`src/rtl/vend_controller.sv`:
```
// Vending sequencer: debounces keypad codes, accumulates coin credit, validates selections, runs dispense/change handshakes.
// Latency: key code to press event DEB_CYCLES+1 cycles after it first appears; the event is acted on one cycle later.
// Backpressure: dispense_req/change_valid are held until acked; key events arriving while busy are dropped, not queued.
// Optional build macro VC_TIMEOUT_EN: inactivity timer in CREDIT that returns the credit and adds port timeout_evt.
module vend_controller #(
  parameter int DEB_CYCLES     = 4,
  parameter int COIN_A         = 1,
  parameter int COIN_B         = 2,
  parameter int PRICE0         = 3,
  parameter int PRICE1         = 4,
  parameter int PRICE2         = 5,
  parameter int PRICE3         = 6,
  parameter int MAX_CREDIT     = 15,
  parameter int TIMEOUT_CYCLES = 1000000
) (
  input  logic       clk,
  input  logic       reset,
  input  logic [3:0] key_value,
  output logic       dispense_req,
  output logic [1:0] dispense_item,
  input  logic       dispense_ack,
  output logic       change_valid,
  output logic [7:0] change_amount,
  input  logic       change_ack,
  output logic [7:0] credit,
  output logic       busy,
`ifdef VC_TIMEOUT_EN
  output logic       timeout_evt,
`endif
  output logic       err_funds
);

  localparam logic [1:0] S_IDLE     = 2'd0;
  localparam logic [1:0] S_CREDIT   = 2'd1;
  localparam logic [1:0] S_DISPENSE = 2'd2;
  localparam logic [1:0] S_CHANGE   = 2'd3;

  localparam int CW = $clog2(DEB_CYCLES + 1);

  // debouncer state
  logic [3:0]    r_key_q;
  logic [3:0]    r_key_d;
  logic [CW-1:0] r_deb_cnt;
  logic          r_armed;
  logic          r_evt_vld;
  logic [3:0]    r_evt_code;
  logic [CW-1:0] w_deb_nxt;
  logic          w_fire;

  // controller state
  logic [1:0] r_state;
  logic [7:0] r_credit;
  logic       r_disp_req;
  logic [1:0] r_disp_item;
  logic       r_chg_vld;
  logic [7:0] r_chg_amt;
  logic       r_err_funds;

  // key decode
  logic       w_is_coin;
  logic       w_is_sel;
  logic       w_is_cancel;
  logic [7:0] w_coin_amt;
  logic [7:0] w_price;
  logic [1:0] w_sel_idx;
  logic [8:0] w_sum;
  logic [7:0] w_sat;
  logic       w_key_ok;
  logic       w_to_fire;

  // Stable-count of the registered key code; saturates at DEB_CYCLES
  always_comb begin
    w_deb_nxt = '0;
    if (r_key_q != 4'h0) begin
      if (r_key_q != r_key_d)
        w_deb_nxt = CW'(1);
      else if (r_deb_cnt < CW'(DEB_CYCLES))
        w_deb_nxt = r_deb_cnt + CW'(1);
      else
        w_deb_nxt = r_deb_cnt;
    end
  end

  // One event per press: re-armed only after the key has read zero
  assign w_fire = (r_key_q != 4'h0) && r_armed && (w_deb_nxt == CW'(DEB_CYCLES));

  // Debouncer registers and the one-cycle press event
  always_ff @(posedge clk or negedge reset) begin
    if (!reset) begin
      r_key_q    <= 4'h0;
      r_key_d    <= 4'h0;
      r_deb_cnt  <= '0;
      r_armed    <= 1'b1;
      r_evt_vld  <= 1'b0;
      r_evt_code <= 4'h0;
    end else begin
      r_key_q    <= key_value;
      r_key_d    <= r_key_q;
      r_deb_cnt  <= w_deb_nxt;
      r_evt_vld  <= w_fire;
      r_evt_code <= r_key_q;
      if (r_key_q == 4'h0)
        r_armed <= 1'b1;
      else if (w_fire)
        r_armed <= 1'b0;
    end
  end

  // Decode the press event into coin / select / cancel
  always_comb begin
    w_is_coin   = 1'b0;
    w_is_sel    = 1'b0;
    w_is_cancel = 1'b0;
    w_coin_amt  = 8'd0;
    w_price     = 8'd0;
    w_sel_idx   = 2'd0;
    case (r_evt_code)
      4'h1: begin w_is_coin = 1'b1; w_coin_amt = 8'(COIN_A); end
      4'h2: begin w_is_coin = 1'b1; w_coin_amt = 8'(COIN_B); end
      4'h3: begin w_is_sel = 1'b1; w_sel_idx = 2'd0; w_price = 8'(PRICE0); end
      4'h4: begin w_is_sel = 1'b1; w_sel_idx = 2'd1; w_price = 8'(PRICE1); end
      4'h5: begin w_is_sel = 1'b1; w_sel_idx = 2'd2; w_price = 8'(PRICE2); end
      4'h6: begin w_is_sel = 1'b1; w_sel_idx = 2'd3; w_price = 8'(PRICE3); end
      4'hA: w_is_cancel = 1'b1;
      default: ;
    endcase
  end

  // Saturating credit add; the overflow above MAX_CREDIT is simply dropped
  assign w_sum    = {1'b0, r_credit} + {1'b0, w_coin_amt};
  assign w_sat    = (w_sum > 9'(MAX_CREDIT)) ? 8'(MAX_CREDIT) : w_sum[7:0];
  assign w_key_ok = r_evt_vld && ((r_state == S_IDLE) || (r_state == S_CREDIT));

`ifdef VC_TIMEOUT_EN
  localparam int TW = $clog2(TIMEOUT_CYCLES + 1);
  logic [TW-1:0] r_to_cnt;
  logic          r_timeout_evt;

  // A key event in the same cycle wins over the timeout
  assign w_to_fire = (r_state == S_CREDIT) && !w_key_ok &&
                     (r_to_cnt == TW'(TIMEOUT_CYCLES - 1));

  // Inactivity counter: runs only in CREDIT, cleared by every accepted key event
  always_ff @(posedge clk or negedge reset) begin
    if (!reset) begin
      r_to_cnt      <= '0;
      r_timeout_evt <= 1'b0;
    end else begin
      r_timeout_evt <= w_to_fire;
      if ((r_state != S_CREDIT) || w_key_ok || w_to_fire)
        r_to_cnt <= '0;
      else
        r_to_cnt <= r_to_cnt + TW'(1);
    end
  end

  assign timeout_evt = r_timeout_evt;
`else
  // No inactivity timer in this build; the parameter is still referenced so both builds share one parameter list
  assign w_to_fire = (TIMEOUT_CYCLES < 0);
`endif

  // Main sequencer: credit accounting and the dispense/change handshakes
  always_ff @(posedge clk or negedge reset) begin
    if (!reset) begin
      r_state     <= S_IDLE;
      r_credit    <= 8'd0;
      r_disp_req  <= 1'b0;
      r_disp_item <= 2'd0;
      r_chg_vld   <= 1'b0;
      r_chg_amt   <= 8'd0;
      r_err_funds <= 1'b0;
    end else begin
      r_err_funds <= 1'b0;
      case (r_state)
        S_IDLE, S_CREDIT: begin
          if (w_key_ok) begin
            if (w_is_coin) begin
              r_credit <= w_sat;
              r_state  <= S_CREDIT;
            end else if (w_is_sel) begin
              if (r_credit >= w_price) begin
                r_credit    <= r_credit - w_price;
                r_disp_item <= w_sel_idx;
                r_disp_req  <= 1'b1;
                r_state     <= S_DISPENSE;
              end else begin
                r_err_funds <= 1'b1;
              end
            end else if (w_is_cancel && (r_credit != 8'd0)) begin
              r_chg_amt <= r_credit;
              r_credit  <= 8'd0;
              r_chg_vld <= 1'b1;
              r_state   <= S_CHANGE;
            end
          end else if (w_to_fire) begin
            r_chg_amt <= r_credit;
            r_credit  <= 8'd0;
            r_chg_vld <= 1'b1;
            r_state   <= S_CHANGE;
          end
        end
        S_DISPENSE: begin
          if (dispense_ack) begin
            r_disp_req <= 1'b0;
            if (r_credit != 8'd0) begin
              r_chg_amt <= r_credit;
              r_credit  <= 8'd0;
              r_chg_vld <= 1'b1;
              r_state   <= S_CHANGE;
            end else begin
              r_state <= S_IDLE;
            end
          end
        end
        S_CHANGE: begin
          if (change_ack) begin
            r_chg_vld <= 1'b0;
            r_state   <= S_IDLE;
          end
        end
        default: r_state <= S_IDLE;
      endcase
    end
  end

  assign dispense_req  = r_disp_req;
  assign dispense_item = r_disp_item;
  assign change_valid  = r_chg_vld;
  assign change_amount = r_chg_amt;
  assign credit        = r_credit;
  assign err_funds     = r_err_funds;
  assign busy          = (r_state == S_DISPENSE) || (r_state == S_CHANGE);

endmodule

```
`config.mk`:
```
export PLATFORM = sky130hd
export DESIGN_NAME = vend_controller
export DESIGN_NICKNAME = d
export VERILOG_FILES = /design/src/rtl/vend_controller.sv
export SDC_FILE = /design/constraint.sdc
export NUM_CORES = 1
export LEC_CHECK = 0
export ABC_AREA = 1
export CAP_MARGIN = 0
export CORE_UTILIZATION = 41
export DETAILED_ROUTE_END_ITERATION = 8
export PLACE_DENSITY = 0.68
export SYNTH_ARGS = -nofsm -noshare
export SYNTH_HDL_FRONTEND = slang
export SYNTH_SLANG_ARGS = --single-unit
```
`constraint.sdc`:
```
create_clock -name clk -period 2.97 [get_ports clk]
set_input_delay 0.891 -clock clk [delete_from_list [all_inputs] [get_ports clk]]
set_output_delay 0.891 -clock clk [all_outputs]
set_load 0.02 [all_outputs]
```
==> results.md <==
* Rel. slew slack at 46.4%
* Crit. End Element: flop
* Compound-Gate Fraction of Synth Area at 10.1%
* Status: finished, final reports clean
* Post-DP HPWL at 3.39 mm
* Post-synthesis simple-gate area fraction at 33.9%
* DRC violations left at 0
* Layout Nets at 321
* Synth unique cells at 35
* Sequential share of power at 29.6%
* Core area at 5170 µm²
* Synthesis-stage register bit count at 36
* Post-synthesis sequential area ratio at 40.6%
* Vias in the first global route at 1744
* Yosys warning count at 0
* Mux contribution to synthesized area at 0%
* Hold Violations, Final at 0
* DR WL/cell at 12.3 µm
* Type of origin of the critical path: flop
* Slew Viols, Final at 0
* Cell taking the most area after synthesis: dfrtp_1
* Cells after synthesis at 275
* Total grt overflow at 0
* Critical path's slowest cell: dfrtp_1
* Dpl ws at 490 ps
* Ant diodes at 0
* Design Area, Final at 2650 µm²
* First-pass GRT wire length at 8.00 mm
* # fillers at 499
* Resized cells post-CTS at 0
* Synthesized area per cell at 8.07 µm²
* CTS Root Cell: clkbuf_8
* Post-route minimum period at 2500 ps
* CP Cell Sequence: nor2_2 -> nand2_2 -> inv_1 -> ha_1 -> inv_1 -> fa_1 -> inv_1 -> nand3_1 -> nand2_1 -> nand3_1 -> nor2_1 -> nand3_1 -> nand2_1 -> nand2_1 -> nand3_1 -> nand2_1
* Initial core utilization at 42.9%
* Internal power at 1340 µW
* Sw Pwr at 1200 µW
* Largest family of logic cells by synthesized area: simple AND/OR/NAND/NOR gates
* Clock Skews at 6.58 ps
* Cell Count, Final, Fillers Out at 376
* Antenna violations before repair at 0
* Max-cap violation count at 0
* CTS tree: built
* Req. time, crit path at 3150 ps
* Net count after synthesis at 291
* Die Y at 75.6 µm
* Htree depth at 2
* Vias at 1853
* DRT antenna net count at 0
* CTS clk-pin slew, worst paths at 70 ps
* Total power draw at 2540 µW
* Cell family contributing the most delay on the critical path: simple AND/OR/NAND/NOR gates
* Hold buffer count at CTS at 0
* Synth top area cells: dfrtp_1 39%, nand2_1 13%, nand3_1 5.6%
* RSZ-0062 raised after global routing: false
* TritonRoute pass-1 iters at 4
* Vias per cell at 4.93
* Num Clock Sinks at 36
* Setup Total Neg Slack at 0 ps
* CTS buffer count at 5
* Cell Rows at 26
* Largest net degree at the start of global routing at 37
* Clock buffer depth at 2
* Min-delay worst type: flop to flop
* Placed insts at 368
* XOR/XNOR share of the synthesized area at 2.37%
* Final number of setup-violating endpoints at 0
* Post-Synth Adder-Cell Area at 5.19%
* Area growth, synth to finish at 19.3%
* Chip width at 75.6 µm
* Initial DRC count at 86
* Tcrit/Tclk final at 84.1%
* Crit path buf inv count at 3
* Power per cell area at 957 nW/µm²
* Gpl congestion at 0.853
* Post-CTS setup buffer count at 0
* Synthesized cell area at 2220 µm²
* Yosys top cell area share at 39.5%
* Port bufs at 29
* Clk pwr share at 16.7%
* F_max at 0.400 GHz
* Crit path max fanout at 4
* Setup ws final at 472 ps
* Critical path arrival at 2670 ps
* Switch share at 47.1%
* Slowest cell delay on critical path at 450 ps
* Post-Place Cell Area at 2540 µm²
* Die ar. at 5710 µm²
* Combinational share of power at 53.7%
* Final WL at 4.63 mm
* VDD IR-drop max at 0.418 mV
* Tightest Pin Transition at 803 ps
* Critical path class: flop to flop
* GRT Resource Usage Total at 18.8%
* I/O Pins at 30
* Leakage at 0.00127 µW
* Worst-skew pair later-pin latency at 290 ps
* Share of post-route cells with drive strength above 1 at 14.7%
## area by class of cell
class	count	area [µm²]	area share, %
Sequential cell	36	902	34.1
Timing Repair Buffer	29	285	10.8
Clock buffer	6	72.6	2.74
Tap cell	70	87.6	3.31
Inverter	31	121	4.58
Clock inverter	2	35.0	1.32
Multi-Input combinational cell	202	1140	43.2
## state kept, by name, summed over array words and instances, names as in the netlist
register       count
r_armed            1
r_key_q            4
dispense_item      2
r_evt_code         4
r_state            2
r_evt_vld          1
err_funds          1
change_valid       1
change_amount      8
dispense_req       1
r_deb_cnt          3
credit             8
## kinds of logic (layout without fill, tap and decap cells)
kind of cell	after synthesis	count (layout)
AO/OA/AOI/OAI	37	37
XOR/XNOR	6	6
adder cells (fa/ha/maj)	8	8
buffers and inverters	37	68
flip-flops	36	36
AND/OR/NAND/NOR	151	151
## power groups by stage
stage / Sequential [µW] / Clock, µW / Combinational [µW]
final: 751 / 424 / 1360
after global placement: 761 / 0 / 1340
after floorplan: 801 / 0 / 950
after global routing: 775 / 456 / 1530
after CTS: 752 / 437 / 1360
after detailed placement: 760 / 0 / 1350
## per-layer routing
metal | track usage [%] | vias to the layer above | wire length [µm]
li1 | - | 946 | -
met1 | 25.4 | 873 | 2300
met2 | 29.4 | 29 | 2120
met3 | 4.10 | 5 | 137
met4 | 7.61 | 0 | 70
met5 | 0 | - | 0
## layout by cell type, fill, tap and decap left out, types with 3 or more instances in the layout
| master | n |
|---|---|
| o21ai_1 | 3 |
| or2_2 | 4 |
| nor2_1 | 20 |
| a21oi_1 | 6 |
| nand2_1 | 75 |
| inv_1 | 28 |
| clkdlybuf4s50_1 | 28 |
| ha_1 | 6 |
| o21ai_2 | 8 |
| nand3_1 | 25 |
| nand2_2 | 6 |
| nor2_2 | 4 |
| xor2_1 | 5 |
| nor3_1 | 3 |
| nand4_1 | 3 |
| clkbuf_8 | 5 |
| dfrtp_1 | 35 |
| o21ai_0 | 17 |
## worst paths after layout
kind | endpoint | depth (start not counted) | startpoint | slack [ps]
worst max register to register | credit[2]$_DFFE_PN0P_ | 16 | r_evt_code[3]$_DFF_PN0_ | 470
worst min-delay path | r_evt_code[2]$_DFF_PN0_ | 0 | r_key_q[2]$_DFF_PN0_ | 430
max in group asynchronous | credit[5]$_DFFE_PN0P_ | 1 | reset | 1770
worst min register to register | r_evt_code[2]$_DFF_PN0_ | 0 | r_key_q[2]$_DFF_PN0_ | 430
worst max-delay path | credit[2]$_DFFE_PN0P_ | 16 | r_evt_code[3]$_DFF_PN0_ | 470
min in group asynchronous | err_funds$_DFF_PN0_ | 1 | reset | 690
## synthesized netlist by cell type (all sizes together)
cell type	instances
fa	2
nand3	27
nand2	83
xor2	5
a22oi	1
ha	6
or2	4
clkbuf	1
a21oi	8
o21ai	28
xnor2	1
nor4	1
nor3	3
buf	5
dfrtp	35
dfstp	1
nor2	27
inv	31
nand3b	1
nand4	5
## worst reg2reg max path: stages, from the launching register on
cell and delay, ps:
dfrtp_1 450, nor2_2 260, nand2_2 110, inv_1 70
ha_1 180, inv_1 60, fa_1 430, inv_1 80
nand3_1 60, nand2_1 70, nand3_1 70, nor2_1 210
nand3_1 110, nand2_1 70, nand2_1 40, nand3_1 70
nand2_1 60
## metrics by stage
stage / utilization [%] / hold WS (ps)
2_1_floorplan: - / 387
3_3_place_gp: 49.1 / 405
3_5_place_dp: 49.1 / 408
4_1_cts: 51.2 / 425
5_1_grt: 51.2 / 445
6_report: 51.2 / 425
(Power assumes the default switching activity.)
